--- src/rtl/fifo_packet_writer_pkg.sv ---
// Shared types and constants for the FIFO packet writer.
// FIFO_WR_CHECKSUM_EN adds the CHECK state used for the trailer byte.
package fifo_pkt_pkg;

  localparam int BYTE_W        = 8;
  localparam int MAX_LEN_LIMIT = 255;

  typedef enum logic [2:0] {
    ST_IDLE,
    ST_COLLECT,
    ST_DISCARD,
    ST_HEADER,
    ST_PAYLOAD
`ifdef FIFO_WR_CHECKSUM_EN
    , ST_CHECK
`endif
  } state_e;

  function automatic int cnt_w(input int max_len);
    return $clog2(max_len + 1);
  endfunction

endpackage

--- src/rtl/fifo_packet_writer_if.sv ---
// Byte stream in, FIFO write port out, plus status flags.
// master drives stream and full; slave is the framer.
interface fifo_packet_writer_if;
  import fifo_pkt_pkg::*;

  logic              s_valid;
  logic [BYTE_W-1:0] s_data;
  logic              s_last;
  logic              s_ready;
  logic              full;
  logic              wr_en;
  logic [BYTE_W-1:0] wr_data;
  logic              busy;
  logic              ovf;

  modport master (
    output s_valid,
    output s_data,
    output s_last,
    output full,
    input  s_ready,
    input  wr_en,
    input  wr_data,
    input  busy,
    input  ovf
  );

  modport slave (
    input  s_valid,
    input  s_data,
    input  s_last,
    input  full,
    output s_ready,
    output wr_en,
    output wr_data,
    output busy,
    output ovf
  );

endinterface

--- src/rtl/fifo_packet_writer_ram.sv ---
// Store-and-forward packet buffer: sync write, async read.
// Contents are deliberately not reset.
module pkt_buffer_ram
  import fifo_pkt_pkg::*;
#(
  parameter int DEPTH = 16,
  parameter int IW    = 4
) (
  input  logic              clk_i,
  input  logic              we_i,
  input  logic [IW-1:0]     waddr_i,
  input  logic [BYTE_W-1:0] wdata_i,
  input  logic [IW-1:0]     raddr_i,
  output logic [BYTE_W-1:0] rdata_o
);

  logic [BYTE_W-1:0] mem_q [DEPTH];

  always_ff @(posedge clk_i) begin
    if (we_i) mem_q[waddr_i] <= wdata_i;
  end

  assign rdata_o = mem_q[raddr_i];

endmodule

--- src/rtl/fifo_packet_writer.sv ---
// Packet framer: buffers a byte stream, then writes length + payload.
// FIFO_WR_CHECKSUM_EN appends an XOR trailer byte after the payload.
module fifo_packet_writer
  import fifo_pkt_pkg::*;
#(
  parameter int MAX_LEN = 16
) (
  input logic                 clk_write,
  input logic                 rst,
  fifo_packet_writer_if.slave bus
);

  localparam int AW = cnt_w(MAX_LEN);
  localparam int IW = (MAX_LEN > 1) ? $clog2(MAX_LEN) : 1;

  state_e            state_q, state_d;
  logic [AW-1:0]     cnt_q, cnt_d;
  logic [AW-1:0]     len_q, len_d;
  logic [AW-1:0]     idx_q, idx_d;
  logic              ovf_q, ovf_d;
  logic              rdy, wen, bsy, buf_we;
  logic [BYTE_W-1:0] wdat, rd_data;
  logic              take, fire, at_cap, last_idx;
`ifdef FIFO_WR_CHECKSUM_EN
  logic [BYTE_W-1:0] acc_q, acc_d;
`endif

  assign take     = bus.s_valid && rdy;
  assign fire     = wen;
  assign at_cap   = cnt_q == AW'(MAX_LEN);
  assign last_idx = idx_q == len_q - AW'(1);

  pkt_buffer_ram #(
    .DEPTH (MAX_LEN),
    .IW    (IW)
  ) u_buf (
    .clk_i   (clk_write),
    .we_i    (buf_we),
    .waddr_i (cnt_q[IW-1:0]),
    .wdata_i (bus.s_data),
    .raddr_i (idx_q[IW-1:0]),
    .rdata_o (rd_data)
  );

  always_ff @(posedge clk_write or posedge rst) begin
    if (rst) state_q <= ST_IDLE;
    else     state_q <= state_d;
  end

  always_comb begin
    state_d = state_q;
    unique case (state_q)
      ST_IDLE, ST_COLLECT: begin
        if (take) begin
          if (at_cap)
            state_d = bus.s_last ? ST_IDLE : ST_DISCARD;
          else
            state_d = bus.s_last ? ST_HEADER : ST_COLLECT;
        end
      end
      ST_DISCARD: begin
        if (take && bus.s_last) state_d = ST_IDLE;
      end
      ST_HEADER: begin
        if (fire) state_d = ST_PAYLOAD;
      end
      ST_PAYLOAD: begin
        if (fire && last_idx) begin
`ifdef FIFO_WR_CHECKSUM_EN
          state_d = ST_CHECK;
`else
          state_d = ST_IDLE;
`endif
        end
      end
`ifdef FIFO_WR_CHECKSUM_EN
      ST_CHECK: begin
        if (fire) state_d = ST_IDLE;
      end
`endif
      default: state_d = ST_IDLE;
    endcase
  end

  always_comb begin
    rdy    = 1'b0;
    wen    = 1'b0;
    wdat   = '0;
    buf_we = 1'b0;
    bsy    = state_q != ST_IDLE;
    unique case (state_q)
      ST_IDLE, ST_COLLECT: begin
        rdy    = 1'b1;
        buf_we = bus.s_valid && !at_cap;
      end
      ST_DISCARD: rdy = 1'b1;
      ST_HEADER: begin
        wen  = !bus.full;
        wdat = BYTE_W'(len_q);
      end
      ST_PAYLOAD: begin
        wen  = !bus.full;
        wdat = rd_data;
      end
`ifdef FIFO_WR_CHECKSUM_EN
      ST_CHECK: begin
        wen  = !bus.full;
        wdat = acc_q;
      end
`endif
      default: ;
    endcase
  end

  // Counters and the ovf pulse; cnt is cleared on every entry to IDLE.
  always_comb begin
    cnt_d = cnt_q;
    len_d = len_q;
    idx_d = idx_q;
    ovf_d = 1'b0;
`ifdef FIFO_WR_CHECKSUM_EN
    acc_d = acc_q;
`endif
    unique case (state_q)
      ST_IDLE, ST_COLLECT: begin
        if (take) begin
          if (at_cap) begin
            if (bus.s_last) begin
              ovf_d = 1'b1;
              cnt_d = '0;
            end
          end else begin
            cnt_d = cnt_q + AW'(1);
            if (bus.s_last) begin
              len_d = cnt_q + AW'(1);
              idx_d = '0;
`ifdef FIFO_WR_CHECKSUM_EN
              acc_d = '0;
`endif
            end
          end
        end
      end
      ST_DISCARD: begin
        if (take && bus.s_last) begin
          ovf_d = 1'b1;
          cnt_d = '0;
        end
      end
      ST_HEADER: begin
`ifdef FIFO_WR_CHECKSUM_EN
        if (fire) acc_d = acc_q ^ BYTE_W'(len_q);
`endif
      end
      ST_PAYLOAD: begin
        if (fire) begin
`ifdef FIFO_WR_CHECKSUM_EN
          acc_d = acc_q ^ rd_data;
`endif
          if (last_idx) begin
            idx_d = '0;
`ifndef FIFO_WR_CHECKSUM_EN
            cnt_d = '0;
`endif
          end else begin
            idx_d = idx_q + AW'(1);
          end
        end
      end
`ifdef FIFO_WR_CHECKSUM_EN
      ST_CHECK: begin
        if (fire) cnt_d = '0;
      end
`endif
      default: ;
    endcase
  end

  always_ff @(posedge clk_write or posedge rst) begin
    if (rst) begin
      cnt_q <= '0;
      len_q <= '0;
      idx_q <= '0;
      ovf_q <= 1'b0;
    end else begin
      cnt_q <= cnt_d;
      len_q <= len_d;
      idx_q <= idx_d;
      ovf_q <= ovf_d;
    end
  end

`ifdef FIFO_WR_CHECKSUM_EN
  always_ff @(posedge clk_write or posedge rst) begin
    if (rst) acc_q <= '0;
    else     acc_q <= acc_d;
  end
`endif

  assign bus.s_ready = rdy;
  assign bus.wr_en   = wen;
  assign bus.wr_data = wdat;
  assign bus.busy    = bsy;
  assign bus.ovf     = ovf_q;

endmodule
--- src/flat_wrapper.sv ---
// flat-port wrapper written by rule: the top's interface ports become plain ports
module fifo_packet_writer_flat import fifo_pkt_pkg::*;
#(
  parameter int MAX_LEN = 16
)
  (clk_write, rst, bus_s_valid, bus_s_data, bus_s_last, bus_full, bus_s_ready, bus_wr_en, bus_wr_data, bus_busy, bus_ovf);
  fifo_packet_writer_if bus_i ();
  input logic clk_write;
  input logic rst;
  input wire logic [$bits(bus_i.s_valid)-1:0] bus_s_valid;
  input wire logic [$bits(bus_i.s_data)-1:0] bus_s_data;
  input wire logic [$bits(bus_i.s_last)-1:0] bus_s_last;
  input wire logic [$bits(bus_i.full)-1:0] bus_full;
  output wire logic [$bits(bus_i.s_ready)-1:0] bus_s_ready;
  output wire logic [$bits(bus_i.wr_en)-1:0] bus_wr_en;
  output wire logic [$bits(bus_i.wr_data)-1:0] bus_wr_data;
  output wire logic [$bits(bus_i.busy)-1:0] bus_busy;
  output wire logic [$bits(bus_i.ovf)-1:0] bus_ovf;
  assign bus_i.s_valid = bus_s_valid;
  assign bus_i.s_data = bus_s_data;
  assign bus_i.s_last = bus_s_last;
  assign bus_i.full = bus_full;
  assign bus_s_ready = bus_i.s_ready;
  assign bus_wr_en = bus_i.wr_en;
  assign bus_wr_data = bus_i.wr_data;
  assign bus_busy = bus_i.busy;
  assign bus_ovf = bus_i.ovf;
  fifo_packet_writer #(.MAX_LEN(MAX_LEN)) u_core (.clk_write(clk_write), .rst(rst), .bus(bus_i));
endmodule
--- config.mk ---
export PLATFORM = sky130hd
export DESIGN_NAME = fifo_packet_writer_flat
export DESIGN_NICKNAME = d
export VERILOG_FILES = /design/src/rtl/fifo_packet_writer_pkg.sv /design/src/rtl/fifo_packet_writer_if.sv /design/src/rtl/fifo_packet_writer_ram.sv /design/src/rtl/fifo_packet_writer.sv /design/src/flat_wrapper.sv
export SDC_FILE = /design/constraint.sdc
export NUM_CORES = 1
export LEC_CHECK = 0
export CORE_UTILIZATION = 54
export DETAILED_ROUTE_END_ITERATION = 7
export GPL_ROUTABILITY_DRIVEN = 0
export PLACE_DENSITY = 0.75
export REMOVE_ABC_BUFFERS = 1
export SKIP_CTS_REPAIR_TIMING = 1
export SLEW_MARGIN = 20
export SYNTH_ARGS = -nofsm -noshare
export SYNTH_HDL_FRONTEND = slang
export SYNTH_SLANG_ARGS = --single-unit
--- constraint.sdc ---
create_clock -name clk_write -period 2.7 [get_ports clk_write]
set_input_delay 0.54 -clock clk_write [delete_from_list [all_inputs] [get_ports clk_write]]
set_output_delay 0.54 -clock clk_write [all_outputs]
set_load 0.005 [all_outputs]
Word-level counts from Yosys, hierarchy flattened. Memory sizes are Yosys's and may differ from the RTL's. Index checks and enable logic that the tools add are counted.

Add/sub/neg operators: 3. Eq/ne operators: 15. Mux-type cells: 31. Bitwise gates (word level): 1. Reduce and logical (&&, ||, !) cells: 17.

Operators with widths (count): 5-bit 2-to-1 mux (10); 8-bit one-hot mux with 2 select lines (1); 3-bit 2-to-1 mux (5); 5-bit one-hot mux with 3 select lines (1); 2-bit by 1-bit inequality test with 1-bit output, second input constant (6); 3-bit one-hot mux with 4 select lines (1); 5-bit by 1-bit adder with 5-bit output, second input constant (2); 5-bit one-hot mux with 2 select lines (1); 1-bit 2-to-1 mux (9); 4-bit AND reduction (2); 3-bit by 2-bit equality test with 1-bit output, second input constant (2); 6-bit AND reduction (1); 3-bit nonzero test (2); 5-bit equality test (1); 5-bit equality test, second input constant (1); 5-bit AND reduction (1); 5-bit by 1-bit subtractor with 5-bit output, second input constant (1); 1-bit logical AND (4); 2-bit 2-to-1 mux (2); 2-bit inequality test, second input constant (2); 2-bit OR reduction (2); 3-bit by 1-bit equality test with 1-bit output, second input constant (1); 3-bit equality test, second input constant (1); 3-bit zero test (1); 6 further kinds (7).

Register bits: 19. RAM bits: 128. Input port bits: 13. Logic and storage cells: 73. Memories kept: 1.

Memories: u_core.u_buf.mem_q (words 16, bits a word 8, rd ports 1, clocked after Yosys merged registers in 0, wr ports 1, line fifo_packet_writer_ram.sv:17) `logic [BYTE_W-1:0] mem_q [DEPTH];`.

Logic depth before layout (Yosys ltp). Gate-level depths: netlist of the first run.

Depth after elaboration: 7. Mapped depth: 10.

Modules after synthesis. From an unflattened synthesis of the first run, not the netlist that was laid out.

Cell total of the unflattened synthesis: 378. Area, all modules: 6398.6 um2.

Modules (own cells, without submodules): pkt_buffer_ram (instances 1, cells each 221, area each 4987.3 um2, seq. area each 3843.7 um2); fifo_packet_writer (instances 1, cells each 157, area each 1411.4 um2, seq. area each 475.5 um2).

Worst setup path after synthesis of the first run. OpenSTA, ideal clock, no wires.

Kind: flip-flop to flip-flop. Start: register u_core.cnt_q[0]. End: memory u_core.u_buf.mem_q[0][0], enable pin. Library setup time: 0.383 ns. Data arrival time: 2.242 ns. Slack: 0.074 ns. Stages on the path, launching flop included: 8. Path buffers: 1. Period minus slack after synthesis: 2.626 ns. Cells stage by stage: dfrtp_1 > inv_1 > ha_1 > nor4bb_1 > clkbuf_1 > nor3_1 > nand2_1 > nor3_1.

Cells in the longest elaborated chain, start to end: 6.

Ends and longest elaborated chain: from (decl) (line fifo_packet_writer.sv:17) `logic [AW-1:0] cnt_q, cnt_d;`; from (signal assigned) (line fifo_packet_writer.sv:186) `cnt_q <= cnt_d;`; 5-bit equality test (line fifo_packet_writer.sv:30) `assign at_cap = cnt_q == AW'(MAX_LEN);`; 1-bit zero test (line fifo_packet_writer.sv:94) `buf_we = bus.s_valid && !at_cap;`; 1-bit logical AND (line fifo_packet_writer.sv:94); 1-bit 2-to-1 mux (line fifo_packet_writer.sv:91) `unique case (state_q)`; 1-bit 2-to-1 mux (line fifo_packet_writer_ram.sv:20) `if (we_i) mem_q[waddr_i] <= wdata_i;`; 1-bit 2-to-1 mux (not written as such) (line fifo_packet_writer_ram.sv:20); to (decl) (line fifo_packet_writer_ram.sv:17).

Several ways; a longest one is shown, not always the timed one.

Worst setup path in the final report of the first run.
Start: register u_core.idx_q[0]. End: output bus_wr_data[4].

Cells in the longest elaborated chain, start to end: 2.

Ends and longest elaborated chain: from (decl) (line fifo_packet_writer.sv:19) `logic [AW-1:0] idx_q, idx_d;`; from (signal assigned) (line fifo_packet_writer.sv:188) `idx_q <= idx_d;`; memory read 16 x 8 bit; 8-bit one-hot mux with 2 select lines (line fifo_packet_writer.sv:91); to (decl) (line flat_wrapper.sv:16) `output wire logic [$bits(bus_i.wr_data)-1:0] bus_wr_data;`.

No other way between the ends.

==> impl_metrics.toml, run 1 <==
[placed_design]
io_buffer_count = 24
dp.final_hpwl_um = 8520
dp_slack_ps = -311.7

[routing]
firstDrtPassIters = 5
vias = 3599
ant_nets = 0
wl_um = 13350
wl_per_cell_um = 22.66
drc = 0
drtIter0Drc = 305
routed_via_density = 6.110

[worst_setup_path]
crit_path_cell_trace = "buf_6, buf_12, buf_12, mux4_2, mux4_2, a22o_1, clkbuf_2"
critPathArrivalTime_ps = 2610
timing.critical_path.from = "u_core.idx_q[0]"
reg2reg_from = "u_core.cnt_q[0]"
worstSetupEndpoint = "bus_wr_data[4]"
crit_fanout = 6
required_ps = 2160
crit_cells = 7
r2r_slack_ps = 180
rr_endpoint = "u_core.u_buf.mem_q[2][6]"
cp-end-kind = "output pin"
cp.buffers_inverters = 4
cp-start-kind = "register"
reg2regPathDepth = 9
crit_type = "reg -> out"
critPathTopFamily = "multiplexers"
cpPeakStageDelay_ps = 530
slowest_stage = "mux4_2"

[run_status]
status = "complete, but fails checks"
failed_checks = "negative setup slack"

[clocking]
cts_buffers = 17
clkTransAtPathRegs_ps = 60
clk_latency_ps = 420
clock-sinks = 147
cts_tree = "yes"
max-clock-path-buffers = 2
clockRootBuffer = "clkbuf_16"
htreeDepth = 4

[global_route]
grtUsageMet3_pct = 6.584
gr-max-usage-layer = "met2"
grt_overflow = 0
grt_pass1_wl_um = 19690
first_global_vias = 3477
gr-usage-met2_pct = 38.26
grt_max_degree = 37
antenna_found_initial = 0
grtUsageMet1_pct = 30.27
grtUsageTotal_pct = 24.12

[run]
maxCapViolations = 0

[final_layout]
n_antenna_cell = 0
num-nets-final = 457
drive_gt1_share_pct = 32.06
final_common_cell = "edfxtp_1"
area_growth_pct = 21.76
final_core_util_pct = 67.26
final_cell_mix = "edfxtp_1 (128), buf_4 (40), mux4_2 (38)"

[floorplan]
coreArea_um2 = 11420
rows = 39
initial_utilization_pct = 55.24
die_h_um = 110.1
die_area_um2 = 12120
die_w_um = 110.1
num_io_pins = 25

[timing]
hold_ws_ps = 561.2
finalClockSkew_ps = 16.91
final.min_clock_period_ps = 3153
setup_tns_ps = -2914
fmax_mhz = 317.2
setup_viol = 8
fin_ws_ps = -452.6
slew_headroom_pct = 38.86
rsz0062_at_grt = "true"
finalHoldViolations = 0
maxSlewViolCount = 0
tightest_slew_ps = 913.7
post-route-period-util_pct = 116.8

[synth]
ys_ff_latch = 147
syn_area_um2 = 6307
post_synth_inst_count = 354
yosysSeqAreaShare_pct = 68.48
yosysWarningCount = 0
synth_area_per_cell_um2 = 17.82
synth_cell_type_count = 44

[pwr]
power.density_nw_per_um2 = 963.8
ir_worst_vdd_mv = 0.7114
leakagePower_nw = 2.684

[min_path]
hold_class = "in -> async"
[per-stage QoR]
step / cell area (um^2) / cells / power, W
final: 7680 / 589 / 0.007402
after floorplan: 6163 / 334 / 0.004104
after detailed placement: 6960 / 542 / 0.004973
after global routing: 7680 / 589 / 0.007734
after global placement: 6960 / 542 / 0.004942
after CTS: 7505 / 571 / 0.007156
[kinds of logic after synthesis]
| logic type | count (synthesis) | share of synthesized area (%) |
|---|---|---|
| DFF | 147 | 68.48 |
| and+or+nand+nor | 75 | 5.951 |
| AOI/OAI and AO/OA | 42 | 4.344 |
| muxes | 42 | 15.37 |
| buffers and inverters | 30 | 2.876 |
| xor gates and xnor gates | 10 | 1.389 |
| adders and majority gates | 8 | 1.587 |
[cells in the mapped netlist]
cell type	count	area (um^2)
nor2_1	22	82.58
mux4_1	13	341.6
nand3b_1	3	22.52
buf_6	6	67.56
edfxtp_1	128	3844
o221ai_1	1	8.760
nor4bb_1	1	10.01
o32ai_1	1	8.760
o32a_1	1	10.01
nor3_1	7	35.03
nor2b_1	1	6.260
nand2_1	14	52.55
o311ai_0	1	8.760
o21ai_0	11	55.05
nand4_1	1	6.260
a2bb2oi_1	1	8.760
a22oi_1	2	15.01
or3b_2	1	8.760
nand2b_1	7	43.79
o21ba_2	1	10.01
nor4_1	2	12.51
a211oi_1	1	7.510
buf_2	3	15.01
or3_1	1	6.260
nand3_1	8	40.04
ha_1	8	100.1
a21oi_1	11	55.05
a41oi_1	1	8.760
mux4_2	27	608.1
a22o_1	5	43.79
mux2i_1	2	20.02
xnor2_1	6	52.55
dfrtp_1	19	475.5
a31oi_1	3	18.77
o211ai_1	2	15.01
buf_4	1	7.510
clkbuf_1	9	33.78
inv_2	1	3.750
and2_1	4	25.02
nand4bb_1	1	11.26
and3_1	2	12.51
buf_12	1	20.02
inv_1	9	33.78
xor2_1	4	35.03
[per-layer routing]
metal	vias up	routed length, um
met5	-	0
met3	33	793
met1	1827	5393
met4	0	463
li1	1578	-
met2	161	6694
[worst min-delay path by stage]
stage | start | end | cells after the start | slack, ps
detailed placement | u_core.state_q[2] | u_core.state_q[1] | 2 | 560
global placement | u_core.cnt_q[0] | u_core.len_q[0] | 2 | 560
floorplan | rst | u_core.bus.ovf | 1 | 490
finish | rst | u_core.idx_q[2] | 2 | 560
CTS | u_core.state_q[2] | u_core.state_q[0] | 2 | 580
global route | u_core.state_q[2] | u_core.state_q[0] | 2 | 600
[sequential cells by signal, summed over array words and instances, names as in the netlist]
| signal | count |
|---|---|
| u_core.state_q | 3 |
| u_core.idx_q | 5 |
| u_core.len_q | 5 |
| u_core.cnt_q | 5 |
| u_core.bus.ovf | 1 |
| u_core.u_buf.mem_q | 128 |
[area by class of cell]
class	instances	area (um^2)
flip-flops and latches	147	4320
clock buffers	17	425.4
fillers	754	3739
well taps	143	178.9
clock inverters	12	118.9
repair buffers	83	802.0
inverters	10	37.54
multi-input cells	177	1797
[where the power goes]
group / switching, W / internal, W
registers: 0.000163 / 0.00273
clock network: 0.000837 / 0.00133
logic: 0.00108 / 0.00126
Note: power is estimated with default switching activity, not from simulation.
==> run 2: changes to the inputs <==
--- a/config.mk
+++ b/config.mk
@@ -6,6 +6,7 @@
 export NUM_CORES = 1
 export LEC_CHECK = 0
 export CORE_UTILIZATION = 54
+export CTS_CLUSTER_SIZE = 25
 export DETAILED_ROUTE_END_ITERATION = 7
 export GPL_ROUTABILITY_DRIVEN = 0
 export PLACE_DENSITY = 0.75
==> results of run 2 <==
Final layout, timing and power as in run 1 (identical DEF).
